File: src/rtl/btn_updown_autorepeat_pkg.sv
// rtl/btn_updown_autorepeat_pkg.sv - shared state encoding and cycle constants for button auto-repeat
package btn_updown_autorepeat_pkg;

  typedef enum logic [1:0] {
    ST_IDLE   = 2'd0,
    ST_PRESS  = 2'd1,
    ST_HOLD   = 2'd2,
    ST_REPEAT = 2'd3
  } ar_state_t;

  localparam int DEF_DEB_CYCLES  = 1_000_000;
  localparam int DEF_HOLD_CYCLES = 50_000_000;
  localparam int DEF_REP_CYCLES  = 10_000_000;

  function automatic int max3(input int a, input int b, input int c);
    int m;
    m = (a > b) ? a : b;
    return (m > c) ? m : c;
  endfunction

  function automatic int ctr_width(input int a, input int b, input int c);
    return $clog2(max3(a, b, c)) + 1;
  endfunction

endpackage

File: src/rtl/btn_updown_autorepeat_ch.sv
// rtl/btn_updown_autorepeat_ch.sv - one button channel: synchronizer, debouncer, press/hold/repeat FSM
module btn_autorepeat_ch
  import btn_updown_autorepeat_pkg::*;
#(
  parameter int DEB_CYCLES  = DEF_DEB_CYCLES,
  parameter int HOLD_CYCLES = DEF_HOLD_CYCLES,
  parameter int REP_CYCLES  = DEF_REP_CYCLES
) (
  input  logic clk,
  input  logic reset,
  input  logic btn,
  output logic lvl,
  output logic pulse
);

  localparam int CW = ctr_width(DEB_CYCLES, HOLD_CYCLES, REP_CYCLES);

  logic          sync1;
  logic          sync2;
  logic          lvl_q;
  logic [CW-1:0] deb_cnt;
  logic [CW-1:0] tmr_cnt;
  logic          tmr_clr;
  ar_state_t     state;
  ar_state_t     state_nxt;

  always_ff @(posedge clk) begin
    if (reset) begin
      sync1 <= 1'b0;
      sync2 <= 1'b0;
    end else begin
      sync1 <= btn;
      sync2 <= sync1;
    end
  end

  // Level flips only after DEB_CYCLES consecutive disagreeing samples.
  always_ff @(posedge clk) begin
    if (reset) begin
      deb_cnt <= '0;
      lvl_q   <= 1'b0;
    end else if (sync2 == lvl_q) begin
      deb_cnt <= '0;
    end else if (deb_cnt == CW'(DEB_CYCLES - 1)) begin
      deb_cnt <= '0;
      lvl_q   <= sync2;
    end else begin
      deb_cnt <= deb_cnt + 1'b1;
    end
  end

  always_ff @(posedge clk) begin
    if (reset) begin
      state <= ST_IDLE;
    end else begin
      state <= state_nxt;
    end
  end

  // Every pulse is gated by the current level, so a fall cancels a coincident expiry.
  always_comb begin
    state_nxt = state;
    pulse     = 1'b0;
    tmr_clr   = 1'b0;
    case (state)
      ST_IDLE: begin
        if (lvl_q) state_nxt = ST_PRESS;
      end
      ST_PRESS: begin
        if (!lvl_q) begin
          state_nxt = ST_IDLE;
        end else begin
          pulse     = 1'b1;
          state_nxt = ST_HOLD;
        end
      end
      ST_HOLD: begin
        if (!lvl_q) begin
          state_nxt = ST_IDLE;
        end else if (tmr_cnt == CW'(HOLD_CYCLES - 1)) begin
          pulse     = 1'b1;
          state_nxt = ST_REPEAT;
        end
      end
      ST_REPEAT: begin
        if (!lvl_q) begin
          state_nxt = ST_IDLE;
        end else if (tmr_cnt == CW'(REP_CYCLES - 1)) begin
          pulse   = 1'b1;
          tmr_clr = 1'b1;
        end
      end
      default: state_nxt = ST_IDLE;
    endcase
  end

  always_ff @(posedge clk) begin
    if (reset || state == ST_IDLE || state_nxt != state || tmr_clr) begin
      tmr_cnt <= '0;
    end else begin
      tmr_cnt <= tmr_cnt + 1'b1;
    end
  end

  assign lvl = lvl_q;

endmodule

File: src/rtl/btn_updown_autorepeat.sv
// rtl/btn_updown_autorepeat.sv - up/down button pair with auto-repeat and both-pressed lockout
module btn_updown_autorepeat
  import btn_updown_autorepeat_pkg::*;
#(
  parameter int DEB_CYCLES  = DEF_DEB_CYCLES,
  parameter int HOLD_CYCLES = DEF_HOLD_CYCLES,
  parameter int REP_CYCLES  = DEF_REP_CYCLES
) (
  input  logic clk,
  input  logic reset,
  input  logic btn_up,
  input  logic btn_down,
  output logic enUP,
  output logic enDOWN,
  output logic lvl_up,
  output logic lvl_down
);

  logic ch_lvl_up;
  logic ch_lvl_down;
  logic ch_pulse_up;
  logic ch_pulse_down;
  logic lockout;

  btn_autorepeat_ch #(
    .DEB_CYCLES (DEB_CYCLES),
    .HOLD_CYCLES(HOLD_CYCLES),
    .REP_CYCLES (REP_CYCLES)
  ) u_up (
    .clk  (clk),
    .reset(reset),
    .btn  (btn_up),
    .lvl  (ch_lvl_up),
    .pulse(ch_pulse_up)
  );

  btn_autorepeat_ch #(
    .DEB_CYCLES (DEB_CYCLES),
    .HOLD_CYCLES(HOLD_CYCLES),
    .REP_CYCLES (REP_CYCLES)
  ) u_down (
    .clk  (clk),
    .reset(reset),
    .btn  (btn_down),
    .lvl  (ch_lvl_down),
    .pulse(ch_pulse_down)
  );

  // Masked with the same levels that load lvl_up/lvl_down, so outputs stay coherent.
  assign lockout = ch_lvl_up & ch_lvl_down;

  always_ff @(posedge clk) begin
    if (reset) begin
      enUP     <= 1'b0;
      enDOWN   <= 1'b0;
      lvl_up   <= 1'b0;
      lvl_down <= 1'b0;
    end else begin
      enUP     <= ch_pulse_up & ~lockout;
      enDOWN   <= ch_pulse_down & ~lockout;
      lvl_up   <= ch_lvl_up;
      lvl_down <= ch_lvl_down;
    end
  end

endmodule

File: config.mk
export PLATFORM = sky130hd
export DESIGN_NAME = btn_updown_autorepeat
export DESIGN_NICKNAME = d
export VERILOG_FILES = /design/src/rtl/btn_updown_autorepeat_pkg.sv /design/src/rtl/btn_updown_autorepeat_ch.sv /design/src/rtl/btn_updown_autorepeat.sv
export SDC_FILE = /design/constraint.sdc
export NUM_CORES = 1
export LEC_CHECK = 0
export ABC_AREA = 0
export ABC_CLOCK_PERIOD_IN_PS = 3200
export CAP_MARGIN = 25
export CORE_MARGIN = 5
export CORE_UTILIZATION = 40
export CTS_BUF_LIST = sky130_fd_sc_hd__clkbuf_16
export CTS_CLUSTER_SIZE = 28
export DETAILED_ROUTE_END_ITERATION = 12
export GPL_ROUTABILITY_DRIVEN = 0
export SYNTH_ARGS = -nofsm -noshare
export SYNTH_HDL_FRONTEND = slang
export SYNTH_SLANG_ARGS = --single-unit
export TNS_END_PERCENT = 20
File: constraint.sdc
create_clock -name clk -period 3.2 [get_ports clk]
set_input_delay 0.8 -clock clk [delete_from_list [all_inputs] [get_ports clk]]
set_output_delay 0.8 -clock clk [all_outputs]
set_load 0.005 [all_outputs]
==> results.yml, run 1 <==
status:
  status: "finished, final reports clean"
cts:
  clockBufferDepth: 2
  postCtsHoldBufs: 0
  cts_sinks: 122
  cts_setup_buffers: 0
  cts_tree: "built"
  clk_pin_slew_ns: 0.06
  cts_max_level: 4
  cts_resized: 0
  cts_buffers: 17
  clock_latency_ns: 0.42
  root_buffer: "clkbuf_16"
floorplanning:
  rows: 43
  ios: 8
  core_area_um2: 13990
  initial_core_util: 0.4123
  die_area_um2: 16920
  die_x_um: 130.1
  die_h_um: 130.1
sta:
  fmax_mhz: 416.4
  worst_slack_ns: 0.7982
  holdWs_ns: 0.4355
  setup_viol: 0
  fin_skew_ns: 0.005459
  grt_setup_unrepaired: "no"
  max_slew_margin: 0.5522
  min_period_ns: 2.402
  tightest_slew_ns: 0.6677
  slew_violations: 0
  setup-tns-final_ns: 0
  period_share: 0.7506
  finalHoldViolCount: 0
logic_synthesis:
  netlist.area_leader.share: 0.4235
  synth.distinct_cells: 48
  syn_area_um2: 5767
  yosys-top-cells-area: "dfxtp_1 (42%), or4_1 (4.0%), xor2_1 (3.9%), nand4_1 (3.7%), a211oi_1 (3.6%)"
  synth_top_family_by_area: "simple AND/OR/NAND/NOR gates"
  synth-simple-area-share: 0.3205
  ys.flop_type: "dfxtp_1"
  synth_common_cells: "dfxtp_1 (122), nand2_1 (42), nor2_1 (37)"
  synth-xor-area-share: 0.07290
  synthCells: 653
  seq_area_frac_synth: 0.4235
  synth-compound-area-share: 0.1397
  synthMuxAreaShare: 0.003471
  synth_edf_count: 0
  synth_most_common_cell: "dfxtp_1"
  synth_largest_area_cell: "dfxtp_1"
  yosysWarnings: 0
  avgSynthCellArea_um2: 8.831
  syn_nets: 661
  synthAdderAreaFrac: 0.008679
  ys_async_sr_fraction: 0
  ys_seq_elements: 122
placement:
  port_buffers: 7
  dp_hpwl_mm: 8.319
  place_ws_ns: 0.7397
critical_path:
  r2r-end: "u_down.tmr_cnt[2]"
  cp-end-kind: "register"
  path_class: "register to register"
  cp-start-kind: "register"
  cp_num_cells: 5
  arrival_ns: 2.70
  reg2reg_from: "u_down.tmr_cnt[9]"
  slowest_stage: "a211oi_4"
  cp.buffers_inverters: 1
  cpPeakStageDelay_ns: 0.54
  cp_cell_sequence: "or4b_1 -> or4_4 -> a211oi_4 -> buf_4 -> nor3_1"
  crit_required_ns: 3.50
  ff2ff_path_depth: 5
  path_max_fanout: 18
  r2r_slack_ns: 0.80
  crit_family: "simple AND/OR/NAND/NOR gates"
routing:
  drt_iter0_markers: 272
  wirelength_mm: 12.64
  wl_per_cell_um: 14.87
  remaining_drc_errors: 0
  first_pass_iters: 4
  postRouteAntennaNets: 0
  num_vias: 4973
  vias_per_cell: 5.851
power_and_ir_drop:
  swShare: 0.2097
  intPower_uw: 2753
  p_leak_uw: 0.001825
  power_frac_seq: 0.438
  powerDensity_nw_per_um2: 529.5
  switchingPower_uw: 730.8
  ir_worst_vdd_mv: 0.3725
  pwr-share-clk: 0.557
  power_frac_comb: 0.005
global_route:
  grt_max_degree: 28
  grtUsageTotal: 0.1616
  grt-ovfl-total: 0
  antenna_found_initial: 0
  grt_pass1_wl_mm: 22.48
  grt_pass1_vias: 4929
hold_path:
  min_path_type: "register to register"
  hold_end: "u_up.sync2"
  hp-start: "u_up.sync1"
  whs_path_depth: 1
cells_and_area:
  nets: 665
  diodes: 0
  regArea_um2: 2442
  drive_gt1_frac: 0.07463
  syn_to_final_growth_pct: 14.10
  fill_cells: 1319
  multiInputGateArea_um2: 3144
flow_run:
  cap_violations: 0
## cell usage in the layout, fill, tap and decap left out, types with 17 or more instances in the layout
master	count
a211oi_1	28
a21oi_1	28
clkbuf_16	17
dfxtp_1	122
nand2_1	42
nand3_1	35
nand4_1	34
nor2_1	37
nor3_1	32
o21ai_0	26
o31ai_1	28
or3_1	29
or4_1	31
xnor2_1	22
xor2_1	26
## layer usage
metal,track usage,share of wire
met1,0.2015,0.47
met3,0.04625,0.038
met5,0,0
met2,0.2619,0.47
met4,0.06785,0.018
## worst max path at each step
stage                        from                  to  slack [ns]
6_report        u_down.tmr_cnt[9]   u_down.tmr_cnt[2]        0.80
5_1_grt         u_down.tmr_cnt[9]   u_down.tmr_cnt[8]        0.70
4_1_cts         u_down.tmr_cnt[9]   u_down.tmr_cnt[2]        0.80
3_5_place_dp                reset    u_up.tmr_cnt[16]        0.74
3_3_place_gp                reset     u_up.tmr_cnt[1]        0.85
2_1_floorplan  u_down.tmr_cnt[10]  u_down.tmr_cnt[20]        1.16
## final cells by class
type | instances | share of cell area
Multi-Input combinational cell | 490 | 0.4778
Sequential cell | 122 | 0.3712
Clock buffer | 17 | 0.06465
Tap cell | 180 | 0.03423
Clock inverter | 15 | 0.02662
Timing Repair Buffer | 14 | 0.01863
Inverter | 12 | 0.006845
## metrics by stage
stage                     std cells  utilization  instance area (um^2)  total power, uW
final                           850       0.4704                  6580             3484
after floorplan                 653            -                  5767             1569
after global placement          818       0.4275                  5979             1576
after detailed placement        818       0.4275                  5979             1577
after global routing            850       0.4704                  6580             3590
after CTS                       850       0.4704                  6580             3531
## logic make-up after synthesis
family	after synthesis
and+or+nand+nor	317
DFF	122
AOI/OAI and AO/OA	119
xor gates and xnor gates	48
buffers and inverters	41
adders and majority gates	4
muxes	2
## flip-flops by register name, summed over array words and instances, names as in the netlist, 2 cells and up
name,flops
u_down.deb_cnt,27
u_up.state,2
u_down.tmr_cnt,27
u_up.deb_cnt,27
u_down.state,2
u_up.tmr_cnt,27
## power by group through the flow
stage / sequential, uW / combinational, uW / clock [uW]
floorplan: 1560 / 12.0 / 0
global placement: 1560 / 18.5 / 0
detailed placement: 1560 / 19.2 / 0
CTS: 1520 / 19.2 / 1990
global route: 1520 / 21.4 / 2040
finish: 1520 / 18.8 / 1940
(Power assumes the default switching activity.)
==> run 2: changes to the inputs <==
Settings changed: ABC_CLOCK_PERIOD_IN_PS 3200 to 2300.
Clock period 3.2 ns to 2.3 ns, I/O delays scaled along.
==> run 2 against run 1 <==
Clock-buffer cell count unchanged; routed wire length down 1.5%; hold slack improved by 0.0040 ns; setup slack worse by 0.57 ns; sequential share of layout area down 0.34 points; total power rose by 37%; largest cell class unchanged; clock power rose by 36%; via count rose by 0.76%; cell count rose by 0.82%; non-clock buffer count grew 7.
==> results.yml, run 2 (synthesis gave the netlist of run 1 again) <==
sta:
  holdWs_ns: 0.4395
  slew_violations: 0
  setup_viol: 0
  max_slew_margin: 0.6605
  period_share: 0.9011
  tightest_slew_ns: 0.5063
  fin_skew_ns: 0.006699
  min_period_ns: 2.072
  grt_setup_unrepaired: "no"
  fmax_mhz: 482.5
  setup-tns-final_ns: 0
  finalHoldViolCount: 0
routing:
  wirelength_mm: 12.46
  remaining_drc_errors: 0
  num_vias: 5011
  first_pass_iters: 5
  vias_per_cell: 5.847
  drt_iter0_markers: 359
  postRouteAntennaNets: 0
  wl_per_cell_um: 14.53
floorplanning:
  die_h_um: 130.1
  initial_core_util: 0.4123
  ios: 8
  die_x_um: 130.1
  core_area_um2: 13990
  rows: 43
  die_area_um2: 16920
cells_and_area:
  final_area_um2: 6641
  layout_common_cells: "dfxtp_1 (122), nand2_1 (42), nor2_1 (37)"
  multiInputGateArea_um2: 3144
  fin_cells: 857
  diodes: 0
  drive_gt1_frac: 0.08124
  nets: 672
  regArea_um2: 2442
  final_common_cell: "dfxtp_1"
  fill_cells: 1334
  syn_to_final_growth_pct: 15.17
cts:
  postCtsHoldBufs: 0
  clock_latency_ns: 0.42
  cts_buffers: 17
  cts_resized: 0
  root_buffer: "clkbuf_16"
  cts_max_level: 4
  cts_tree: "built"
  clockBufferDepth: 2
  cts_sinks: 122
  clk_pin_slew_ns: 0.05
  cts_setup_buffers: 0
flow_run:
  cap_violations: 0
critical_path:
  path_class: "register to register"
  cp-start-kind: "register"
  arrival_ns: 2.41
  path_max_fanout: 9
  cp-end-kind: "register"
  crit_required_ns: 2.63
global_route:
  grt_max_degree: 28
  grtUsageTotal: 0.1566
  grt_pass1_vias: 4771
  antenna_found_initial: 0
  grt_pass1_wl_mm: 21.62
  grt-ovfl-total: 0
placement:
  dp_hpwl_mm: 8.375
  placed_cell_area_um2: 6057
  placedCellCount: 825
  port_buffers: 7
power_and_ir_drop:
  powerDensity_nw_per_um2: 721.2
  ir_worst_vdd_mv: 0.5392
  finalPower_uw: 4790
  p_leak_uw: 0.001878
status:
  status: "finished, final reports clean"
hold_path:
  min_path_type: "register to register"
[run 2: critical path: stages (launching register included)]
cell	delay [ns]
dfxtp_1	0.37
ha_1	0.19
and3_1	0.25
nand4_1	0.36
or4_1	0.59
a211oi_1	0.22
[run 2: through the flow]
step,util,setup slack [ns]
floorplan,-,0.2626
global placement,0.4330,0.2920
detailed placement,0.4330,0.2257
CTS,0.4748,0.2289
global route,0.4748,0.01727
finish,0.4748,0.2275
[run 2: final timing paths]
kind	startpoint	endpoint	slack (ns)	cells after the start
worst min-delay path	u_up.sync1	u_up.sync2	0.44	1
worst min register to register	u_up.sync1	u_up.sync2	0.44	1
worst max-delay path	u_up.tmr_cnt[0]	u_up.tmr_cnt[26]	0.23	5
worst max register to register	u_up.tmr_cnt[0]	u_up.tmr_cnt[26]	0.23	5
[run 2: cell type report]
class,count,share of cell area
clock buffers,17,0.06405
inverters,12,0.006782
multi-input cells,490,0.4734
well taps,180,0.03391
repair buffers,21,0.03014
clock inverters,15,0.02393
flip-flops and latches,122,0.3677
[run 2: power breakdown]
part / internal (uW) / switching, uW / total, uW
combinational: 14.9 / 15.5 / 30.4
clock: 1680 / 957 / 2640
sequential: 2120 / 2.43 / 2120
[run 2: per-layer routing]
metal | track usage | part of all wire
met5 | 0 | 0
met4 | 0.06846 | 0.020
met3 | 0.04666 | 0.037
met2 | 0.2486 | 0.46
met1 | 0.1974 | 0.49
==> run 3: changes to the inputs <==
Settings changed: SLEW_MARGIN set to 20.
==> results of run 3 <==
No change in the layout: final DEF, timing and power equal those of run 2.
